## src/rtl/wb_pkg.sv

```systemverilog
// rtl/wb_pkg.sv - write-back stage select encodings and FSM state type
package wb_pkg;

    localparam logic [1:0] WB_ALU = 2'b00;
    localparam logic [1:0] WB_MEM = 2'b01;
    localparam logic [1:0] WB_LHB = 2'b10;
    localparam logic [1:0] WB_LLB = 2'b11;

    typedef enum logic {
        ST_RUN,
        ST_HALTED
    } wb_state_t;

endpackage

```

## src/rtl/wb_data_sel.sv

```systemverilog
// rtl/wb_data_sel.sv - write-back data select with LHB byte merge and LLB sign extension
module wb_data_sel
    import wb_pkg::*;
#(
    parameter int DATA_W = 16,
    parameter int IMM_W  = 8
) (
    input  logic [1:0]        wb_sel,
    input  logic [DATA_W-1:0] alu_res,
    input  logic [DATA_W-1:0] mem_data,
    input  logic [IMM_W-1:0]  imm,
    input  logic [DATA_W-1:0] old_dst,
    output logic [DATA_W-1:0] wdata
);

    localparam int LOW_W = DATA_W - IMM_W;

    // LHB only keeps the low part of the old destination value
    logic unused_old_hi;
    assign unused_old_hi = ^old_dst[DATA_W-1:LOW_W];

    always_comb begin
        wdata = alu_res;
        case (wb_sel)
            WB_ALU:  wdata = alu_res;
            WB_MEM:  wdata = mem_data;
            WB_LHB:  wdata = {imm, old_dst[LOW_W-1:0]};
            WB_LLB:  wdata = {{LOW_W{imm[IMM_W-1]}}, imm};
            default: wdata = alu_res;
        endcase
    end

endmodule

```

## src/rtl/wb_stage.sv

```systemverilog
// rtl/wb_stage.sv - MEM/WB pipeline register, register-file write port, forwarding bus, halt FSM
// Optional retire counter output enabled by defining WB_RETIRE_CNT_EN.
module wb_stage
    import wb_pkg::*;
#(
    parameter int DATA_W = 16,
    parameter int ADDR_W = 4,
    parameter int IMM_W  = 8
) (
    input  logic              clk,
    input  logic              rst_n,
    input  logic              stall,
    input  logic              flush,
    input  logic              in_valid,
    input  logic [1:0]        in_wb_sel,
    input  logic [DATA_W-1:0] in_alu_res,
    input  logic [DATA_W-1:0] in_mem_data,
    input  logic [IMM_W-1:0]  in_imm,
    input  logic [DATA_W-1:0] in_old_dst,
    input  logic [ADDR_W-1:0] in_dst,
    input  logic              in_we,
    input  logic              in_hlt,
    output logic              rf_we,
    output logic [ADDR_W-1:0] rf_dst,
    output logic [DATA_W-1:0] rf_wdata,
    output logic              fwd_valid,
    output logic [ADDR_W-1:0] fwd_dst,
    output logic [DATA_W-1:0] fwd_data,
`ifdef WB_RETIRE_CNT_EN
    output logic [15:0]       retire_cnt,
`endif
    output logic              halted
);

    wb_state_t         state_q, state_d;
    logic              valid_q, we_q, hlt_q;
    logic [ADDR_W-1:0] dst_q;
    logic [DATA_W-1:0] wdata_q;
    logic [DATA_W-1:0] sel_data;

    wb_data_sel #(
        .DATA_W (DATA_W),
        .IMM_W  (IMM_W)
    ) u_data_sel (
        .wb_sel   (in_wb_sel),
        .alu_res  (in_alu_res),
        .mem_data (in_mem_data),
        .imm      (in_imm),
        .old_dst  (in_old_dst),
        .wdata    (sel_data)
    );

    always_ff @(posedge clk) begin
        if (!rst_n) begin
            valid_q <= 1'b0;
            we_q    <= 1'b0;
            hlt_q   <= 1'b0;
            dst_q   <= '0;
            wdata_q <= '0;
        end else if (state_q == ST_HALTED) begin
            valid_q <= 1'b0;
        end else if (flush) begin
            valid_q <= 1'b0;
        end else if (!stall) begin
            valid_q <= in_valid;
            // HLT never writes a register, whatever in_we says
            we_q    <= in_we & ~in_hlt;
            hlt_q   <= in_hlt;
            dst_q   <= in_dst;
            wdata_q <= sel_data;
        end
    end

    always_ff @(posedge clk) begin
        if (!rst_n) begin
            state_q <= ST_RUN;
        end else begin
            state_q <= state_d;
        end
    end

    always_comb begin
        state_d = state_q;
        case (state_q)
            ST_RUN:    if (valid_q && hlt_q) state_d = ST_HALTED;
            ST_HALTED: state_d = ST_HALTED;
            default:   state_d = ST_RUN;
        endcase
    end

    assign rf_we     = valid_q & we_q & (dst_q != '0) & (state_q == ST_RUN);
    assign rf_dst    = dst_q;
    assign rf_wdata  = wdata_q;
    assign fwd_valid = rf_we;
    assign fwd_dst   = dst_q;
    assign fwd_data  = wdata_q;
    assign halted    = (state_q == ST_HALTED);

`ifdef WB_RETIRE_CNT_EN
    logic [15:0] cnt_q;

    always_ff @(posedge clk) begin
        if (!rst_n) begin
            cnt_q <= '0;
        end else if (valid_q && !stall && state_q == ST_RUN) begin
            cnt_q <= cnt_q + 16'd1;
        end
    end

    assign retire_cnt = cnt_q;
`endif

endmodule
```

## config.mk

```make
export PLATFORM = sky130hd
export DESIGN_NAME = wb_stage
export DESIGN_NICKNAME = d
export VERILOG_FILES = /design/src/rtl/wb_pkg.sv /design/src/rtl/wb_data_sel.sv /design/src/rtl/wb_stage.sv
export SDC_FILE = /design/constraint.sdc
export NUM_CORES = 1
export LEC_CHECK = 0
export ABC_AREA = 1
export BUFFER_PORTS_ARGS = -buffer_cell sky130_fd_sc_hd__buf_2
export CAP_MARGIN = 20
export CORE_ASPECT_RATIO = 0.9
export CORE_MARGIN = 1
export CORE_UTILIZATION = 25
export DETAILED_ROUTE_END_ITERATION = 16
export GPL_TIMING_DRIVEN = 0
export SKIP_CTS_REPAIR_TIMING = 1
export SYNTH_ARGS = -nofsm -noshare
export SYNTH_HDL_FRONTEND = slang
export SYNTH_SLANG_ARGS = --single-unit
```

## constraint.sdc

```tcl
create_clock -name clk -period 1.4 [get_ports clk]
set_input_delay 0.14 -clock clk [delete_from_list [all_inputs] [get_ports clk]]
set_output_delay 0.14 -clock clk [all_outputs]
set_load 0.05 [all_outputs]
```

==> results.yml, run 1 <==
status:
  outcome: "complete, no violations"
layout:
  drive_gt1_share_pct: 42.3
  layout_commonest_cell: "buf_2"
  nNetsFinal: 425
  mostFrequentLayoutCells: "buf_2 (102), nand2_1 (64), nor2_1 (42)"
  area_growth_pct: 43.4
  diodes: 0
  postLayoutCellArea_mm2: 0.00225
synthesis:
  synth_top_area_share_pct: 30.6
  ys_ff_latch: 24
  netlist_area_mm2: 0.00157
  yosysTopAreaCell: "dfxtp_1"
  syn_inst: 249
  yosysSeqAreaShare_pct: 30.6
  synth_fp_nets: 318
  ys_types: 18
  ys_warn_count: 0
  synth.area.top_cells: "dfxtp_1 (31%), nand2_1 (15%), buf_4 (12%)"
  syn_area_per_cell_um2: 6.30
timing:
  hold_slack_ps: 34.3
  hold_viol: 0
  period_needed_ps: 1330
  tightest_slew_ps: 320
  maxSlewViolCount: 0
  finClkSkew_ps: 3.86
  finalSetupViolCount: 0
  max_freq_ghz: 0.751
  max_slew_margin_pct: 78.6
  fin_crit_sh_pct: 95.1
  finalSetupTns_ps: 0
  rsz0062_at_grt: "no"
global_route:
  grt_pass1_wl_mm: 7.91
  grt.total_usage_pct: 15.2
  grt_pass1_vias: 1712
  grt_max_degree: 15
  antenna_found_initial: 0
  overflow: 0
power:
  powerDensity_mw_per_mm2: 940
  ir_drop_uv: 375
  leakage_nw: 1.31
critical_path:
  cp_slowest_cell: "dfxtp_2"
  crit_top_cell: "buf_4"
  end_kind: "output pin"
  cpPeakStageDelay_ps: 350
  path_cells: "nor2_2, nand2_1, nand4_1, inv_2, buf_4, buf_4"
  path_delay_family: "flip-flops"
  cp-start-kind: "flop"
  worstPathRequired_ps: 1260
  arrival_ps: 1190
  critPathBufInv: 3
  crit_type: "flop to output pin"
  crit_path_max_fanout: 4
cts:
  htree_levels: 1
  clk_latency_ps: 270
  cts_buffers: 3
  path_clk_slew_ps: 90
  clk_path_buf_depth: 2
  cts-root-buf: "clkbuf_8"
  cts_tree: "built"
  clock_sinks: 24
route:
  dr.pass1.iters: 4
  routed-via-count: 1858
  drc_errors: 0
  final_antenna_net_count: 0
  wirelength_mm: 4.93
  drt_iter0_markers: 48
  vias_per_cell: 4.37
  routedWlPerCell_um: 11.6
place:
  dp_hpwl_mm: 3.91
  portBuffers: 102
  placed_area_mm2: 0.00217
  gp_congestion: 0.800
hold_path:
  hold_path_class: "input port to flop"
die:
  design.die.area_mm2: 0.00659
  ios: 112
  core-area_mm2: 0.00586
  rows: 26
  dieWidth_um: 85.5
  chipHeight_um: 77.1
  initial_core_util_pct: 26.8
job:
  cap_violations: 0
==> through the flow <==
step / total power, mW / std cells / utilization (%) / worst slack [ps]
finish: 2.11 / 425 / 38.4 / 68.5
global route: 2.24 / 425 / 38.4 / 1.86
CTS: 2.15 / 425 / 38.3 / 2.21
global placement: 1.50 / 421 / 37.1 / 228
detailed placement: 1.51 / 421 / 37.1 / 213
floorplan: 1.29 / 249 / - / 92.4
==> report_power, final <==
part           switching [mW]  internal [mW]
clock                   0.243          0.383
sequential             0.0338          0.726
combinational           0.481          0.246
total                   0.758           1.36
==> routing by layer <==
layer  global-route usage, %  wire length, µm  up-vias
met2                    26.4             2260       75
li1                        -                -      974
met3                    4.31              390        4
met5                       0                0        -
met4                    2.83               29        0
met1                    18.8             2240      805
==> cell usage after synthesis <==
cell type  count
nand2_2        1
inv_2          4
buf_4         25
buf_6          5
o21ai_0        5
a21oi_1       10
nor3_1         1
nor2_1        43
o21bai_1       6
nand4_1       10
nand2_1       64
inv_1         24
nand3_1       23
buf_2          1
o21ai_1        1
nor4_1         1
nor2_4         1
dfxtp_1       24
==> kinds of logic after synthesis <==
kind of cell	count (synthesis)	synth area share, %
buffers and inverters	59	22.6
AO/OA/AOI/OAI	22	7.98
AND/OR/NAND/NOR	144	38.8
flip-flops	24	30.6
==> flip-flops by register name, summed over array words and instances (netlist names) <==
name and flops:
valid_q 1, fwd_dst 4, we_q 1, halted 1, hlt_q 1, fwd_data 16
==> area by class of cell <==
cell class	count	area [µm²]
clock inverters	1	30.0
fillers	656	3610
well taps	70	87.6
inverters	28	105
repair buffers	102	513
multi-input cells	166	736
flip-flops and latches	24	487
clock buffers	3	41.3
plain buffers	31	249
==> worst paths after layout <==
check	to	cells past startpoint	slack, ps	from
max	rf_we	6	70	fwd_dst[3]
min	valid_q	2	30	flush
max reg2reg	fwd_data[12]	7	220	halted
min reg2reg	valid_q	1	430	halted
No activity file was read; power rests on OpenSTA's default activity.
==> run 2, diff against run 1 <==
--- a/config.mk
+++ b/config.mk
@@ -16,4 +16,5 @@
 export SKIP_CTS_REPAIR_TIMING = 1
 export SYNTH_ARGS = -nofsm -noshare
 export SYNTH_HDL_FRONTEND = slang
+export SYNTH_HIERARCHICAL = 1
 export SYNTH_SLANG_ARGS = --single-unit
==> run 2 against run 1 <==
  * Sequential power up 1%
  * Flip-flop and latch count unchanged
  * Non-clock buffer count up 8
  * Worst setup slack better by 15 ps
  * Sequential share of layout area down 1.4 points
  * Core utilization down 2.1 points
  * Hold slack better by 87 ps
  * Register-to-register slack better by 60 ps
  * First-iteration DRC count up 40%
  * Clock power down 36%
==> results.yml, run 2 <==
status:
  outcome: "complete, no violations"
layout:
  seqCellArea_um2: 489
  final_core_util_pct: 36.3
  layout_commonest_cell: "buf_2"
  postLayoutCellArea_mm2: 0.00242
  area_growth_pct: 39.3
  nNetsFinal: 438
  diodes: 0
  multi_input_area_um2: 835
  mostFrequentLayoutCells: "buf_2 (101), nand3_1 (62), nand2_1 (45)"
  largest_register_ffs: 16
  num-fill-cells: 744
  drive_gt1_share_pct: 42.2
die:
  initial_core_util_pct: 26.1
  ios: 112
  dieWidth_um: 89.9
  chipHeight_um: 81.1
  rows: 28
  core-area_mm2: 0.00666
  design.die.area_mm2: 0.00728
route:
  wirelength_mm: 5.32
  drt_iter0_markers: 67
  routed-via-count: 2043
  routedWlPerCell_um: 11.6
  dr.pass1.iters: 4
  drc_errors: 0
  final_antenna_net_count: 0
  vias_per_cell: 4.47
place:
  portBuffers: 101
  placed_area_mm2: 0.00236
  dp_slack_ps: 289
  gp_congestion: 0.831
  dp_hpwl_mm: 4.31
critical_path:
  crit_type: "flop to output pin"
  critPathBufInv: 3
  cpPeakStageDelay_ps: 370
  r2r_slack_ps: 280
  rr_worst_depth: 5
  worstPathRequired_ps: 1260
  path_cells: "nor2_4, nand2_1, nand4_1, inv_2, buf_4, buf_6"
  end_kind: "output pin"
  cp_slowest_cell: "dfxtp_4"
  cp-start-kind: "flop"
  path_depth: 6
  crit_path_max_fanout: 4
  arrival_ps: 1180
  path_delay_family: "flip-flops"
cts:
  cts_buffers: 3
  htree_levels: 1
  clk_latency_ps: 260
  clock_sinks: 24
  clk_path_buf_depth: 2
  path_clk_slew_ps: 80
  cts_tree: "built"
  cts-root-buf: "clkbuf_8"
global_route:
  grt.total_usage_pct: 14.6
  grt_pass1_wl_mm: 8.66
  antenna_found_initial: 0
  grt_pass1_vias: 1881
  overflow: 0
  grt_max_degree: 13
synthesis:
  ys_warn_count: 6
  yosysTopAreaCell: "dfxtp_1"
  synth_most_common_cell: "nand3_1"
  ys.flop_type: "dfxtp_1"
  ys_types: 16
  ys_ff_latch: 24
  netlist_area_mm2: 0.00174
  synth.area.top_cells: "dfxtp_1 (28%), nand3_1 (18%), buf_4 (11%)"
  synthArstFlopShare_pct: 0
  synth_top_area_share_pct: 27.7
  syn_area_per_cell_um2: 6.60
  synth_common_cells: "nand3_1 (62), nand2_1 (45), buf_4 (26)"
  yosysSeqAreaShare_pct: 27.7
  syn_inst: 263
  synth_fp_nets: 332
  synth_edf_count: 0
power:
  ir_drop_uv: 411
  powerDensity_mw_per_mm2: 836
  leakage_nw: 1.33
timing:
  max_freq_ghz: 0.760
  period_needed_ps: 1320
  finalSetupTns_ps: 0
  tightest_slew_ps: 436
  max_slew_margin_pct: 71.0
  rsz0062_at_grt: "no"
  hold_slack_ps: 121
  setup_ws_ps: 84.0
  hold_viol: 0
  finClkSkew_ps: 1.54
  finalSetupViolCount: 0
  maxSlewViolCount: 0
  fin_crit_sh_pct: 94.0
hold_path:
  min_path_cells: 3
  hold_path_class: "input port to flop"
job:
  cap_violations: 0
-- run 2: cell count changes in the layout (fill, tap and decap cells not counted), moves of 2 or more --
cell / before / now
buf_1: 0 / 2
a21oi_1: 10 / 22
nand2_1: 64 / 45
o21ai_0: 5 / 0
nor2_1: 42 / 23
o21bai_1: 6 / 0
buf_6: 5 / 12
nand3_1: 23 / 62
nand4_1: 10 / 16
-- run 2: logic make-up after synthesis --
kind of cell	Yosys count	share of synthesized area, %
AND/OR/NAND/NOR	149	40.3
AO/OA/AOI/OAI	24	7.28
buffers and inverters	66	24.7
flip-flops	24	27.7
-- run 2: per-stage QoR --
stage	power, mW	cells
2_1_floorplan	1.40	263
3_3_place_gp	1.63	454
4_1_cts	2.05	457
3_5_place_dp	1.64	454
5_1_grt	2.16	457
6_report	2.02	457
-- run 2: report_power, final --
part / total (mW) / switching (mW) / leakage (nW) / internal (mW)
registers: 0.769 / 0.0391 / 0.200 / 0.730
logic: 0.852 / 0.556 / 1.11 / 0.295
clock network: 0.402 / 0.210 / 0.0216 / 0.192
total: 2.02 / 0.806 / 1.33 / 1.22
-- run 2: per-layer routing --
| layer | vias to the layer above | track usage, % | wire length, µm |
|---|---|---|---|
| li1 | 1055 | - | - |
| met1 | 919 | 19.2 | 2560 |
| met2 | 67 | 25.2 | 2410 |
| met3 | 2 | 3.37 | 331 |
| met4 | 0 | 2.26 | 19 |
| met5 | - | 0 | 0 |
-- run 2: area by class of cell --
| class | instances | area share (%) |
|---|---|---|
| Inverter | 26 | 4.04 |
| Tap cell | 90 | 4.66 |
| Clock buffer | 3 | 1.71 |
| Sequential cell | 24 | 20.2 |
| Buffer | 40 | 13.7 |
| Multi-Input combinational cell | 173 | 34.5 |
| Timing Repair Buffer | 101 | 21.2 |
-- run 2: worst min-delay path: stages --
cell and delay, ps:
buf_2 100, nand2_1 60, a21oi_2 40
-- run 2: path summary, 6_finish.rpt --
kind	end	from
max reg2reg	fwd_data[13]	halted
min	valid_q	in_valid
max	rf_we	fwd_dst[1]
min reg2reg	halted	hlt_q
==> run 3, diff against run 2 <==
--- a/config.mk
+++ b/config.mk
@@ -8,12 +8,16 @@
 export ABC_AREA = 1
 export BUFFER_PORTS_ARGS = -buffer_cell sky130_fd_sc_hd__buf_2
 export CAP_MARGIN = 20
+export CELL_PAD_IN_SITES_DETAIL_PLACEMENT = 1
+export CELL_PAD_IN_SITES_GLOBAL_PLACEMENT = 1
 export CORE_ASPECT_RATIO = 0.9
 export CORE_MARGIN = 1
 export CORE_UTILIZATION = 25
 export DETAILED_ROUTE_END_ITERATION = 16
 export GPL_TIMING_DRIVEN = 0
+export PLACE_DENSITY_LB_ADDON = 0.1
 export SKIP_CTS_REPAIR_TIMING = 1
+export SLEW_MARGIN = 20
 export SYNTH_ARGS = -nofsm -noshare
 export SYNTH_HDL_FRONTEND = slang
 export SYNTH_HIERARCHICAL = 1
==> run 3 against run 2 <==
  * Hold slack lost 2.5 ps
  * Core utilization grew 0.15 points
  * Critical path depth is the same
  * Die area is the same
  * Worst setup slack lost 34 ps
  * Combinational power grew 0.9%
  * Critical path type unchanged
  * Highest routed layer unchanged
==> results.yml, run 3 (same netlist as run 2, synthesis figures left out) <==
cts:
  cts_tree: "built"
  htree_levels: 1
  clk_path_buf_depth: 2
  clk_latency_ps: 260
  path_clk_slew_ps: 90
  clock_sinks: 24
  cts_buffers: 3
  cts-root-buf: "clkbuf_8"
critical_path:
  crit_type: "flop to output pin"
  cp_slowest_cell: "dfxtp_2"
  end_kind: "output pin"
  crit_top_cell: "buf_4"
  crit_path_max_fanout: 3
  arrival_ps: 1210
  cpPeakStageDelay_ps: 340
  path_delay_family: "flip-flops"
  path_cells: "nor2_2, nand2_1, nand4_1, inv_2, buf_4, buf_4"
  critPathBufInv: 3
  cp-start-kind: "flop"
  worstPathRequired_ps: 1260
global_route:
  grt_pass1_wl_mm: 9.77
  grt_pass1_vias: 2104
  grt_max_degree: 14
  antenna_found_initial: 0
  overflow: 0
  grt.total_usage_pct: 16.6
timing:
  fin_crit_sh_pct: 96.4
  max_freq_ghz: 0.741
  hold_viol: 0
  max_slew_margin_pct: 70.6
  tightest_slew_ps: 441
  finClkSkew_ps: 6.05
  maxSlewViolCount: 0
  period_needed_ps: 1350
  finalSetupTns_ps: 0
  finalSetupViolCount: 0
place:
  portBuffers: 101
  dp_cells: 454
  dp_hpwl_mm: 4.73
  gp_congestion: 0.817
power:
  powerDensity_mw_per_mm2: 865
  swShare_pct: 39.2
  power_frac_seq_pct: 36.5
  p_switching_mw: 0.823
  pwr-share-clk_pct: 22.5
  p_int_mw: 1.28
  ir_drop_uv: 399
  p_comb_share_pct: 40.9
  leakage_nw: 1.34
layout:
  nNetsFinal: 439
  final_core_util_pct: 36.5
  area_growth_pct: 39.8
  layout_commonest_cell: "buf_2"
  fin_cells: 459
  mostFrequentLayoutCells: "buf_2 (101), nand3_1 (62), nand2_1 (45)"
  drive_gt1_share_pct: 42.5
  diodes: 0
  largest_register_ffs: 16
job:
  cap_violations: 0
die:
  rows: 28
  design.die.area_mm2: 0.00728
  initial_core_util_pct: 26.1
  chipHeight_um: 81.1
  dieWidth_um: 89.9
  ios: 112
  core-area_mm2: 0.00666
route:
  routedWlPerCell_um: 12.8
  wirelength_mm: 5.85
  routed-via-count: 2062
  dr.pass1.iters: 4
  final_antenna_net_count: 0
  drc_errors: 0
  vias_per_cell: 4.49
  drt_iter0_markers: 33
status:
  outcome: "complete, no violations"
hold_path:
  hold_path_class: "input port to flop"
==> run 3: path summary, 6_finish.rpt <==
path                  end  cells after the start       start  slack (ps)
max                 rf_we                      6  fwd_dst[1]          50
min               valid_q                      3    in_valid         120
max reg2reg  fwd_data[12]                      5      halted         300
min reg2reg        halted                      2       hlt_q         470
==> run 3: worst min-delay path, stage by stage <==
cell     delay, ps
buf_2           90
nand2_1         60
a21oi_2         40
==> run 3: cell type report <==
class	count	area, µm²
buffer	40	332
multi-input combinational	173	830
inverter	26	97.6
clock buffer	4	55.1
sequential	24	487
timing repair buffer	102	515
tap	90	113
fill	910	4230
==> run 3: power by group through the flow <==
stage | Combinational (mW) | Clock [mW] | Sequential (mW)
global placement | 0.858 | 0 | 0.783
detailed placement | 0.866 | 0 | 0.784
finish | 0.860 | 0.474 | 0.768
global route | 0.936 | 0.530 | 0.777
floorplan | 0.482 | 0 | 0.920
CTS | 0.867 | 0.497 | 0.769
==> run 3: metal layers <==
| layer | GRT usage (%) | up-vias | wire [µm] |
|---|---|---|---|
| met5 | 0 | - | 0 |
| met4 | 1.94 | 0 | 32 |
| met3 | 2.62 | 2 | 256 |
| met2 | 30.9 | 53 | 2880 |
| met1 | 20.9 | 948 | 2690 |
| li1 | - | 1059 | - |
==> run 3: per-stage QoR <==
stage	hold slack [ps]	setup WS [ps]	power (mW)	area [µm²]
floorplan	261	92.3	1.40	1740
global placement	399	302	1.64	2360
detailed placement	399	293	1.65	2360
CTS	111	10.2	2.13	2420
global route	113	-17.3	2.24	2430
finish	119	50.4	2.10	2430
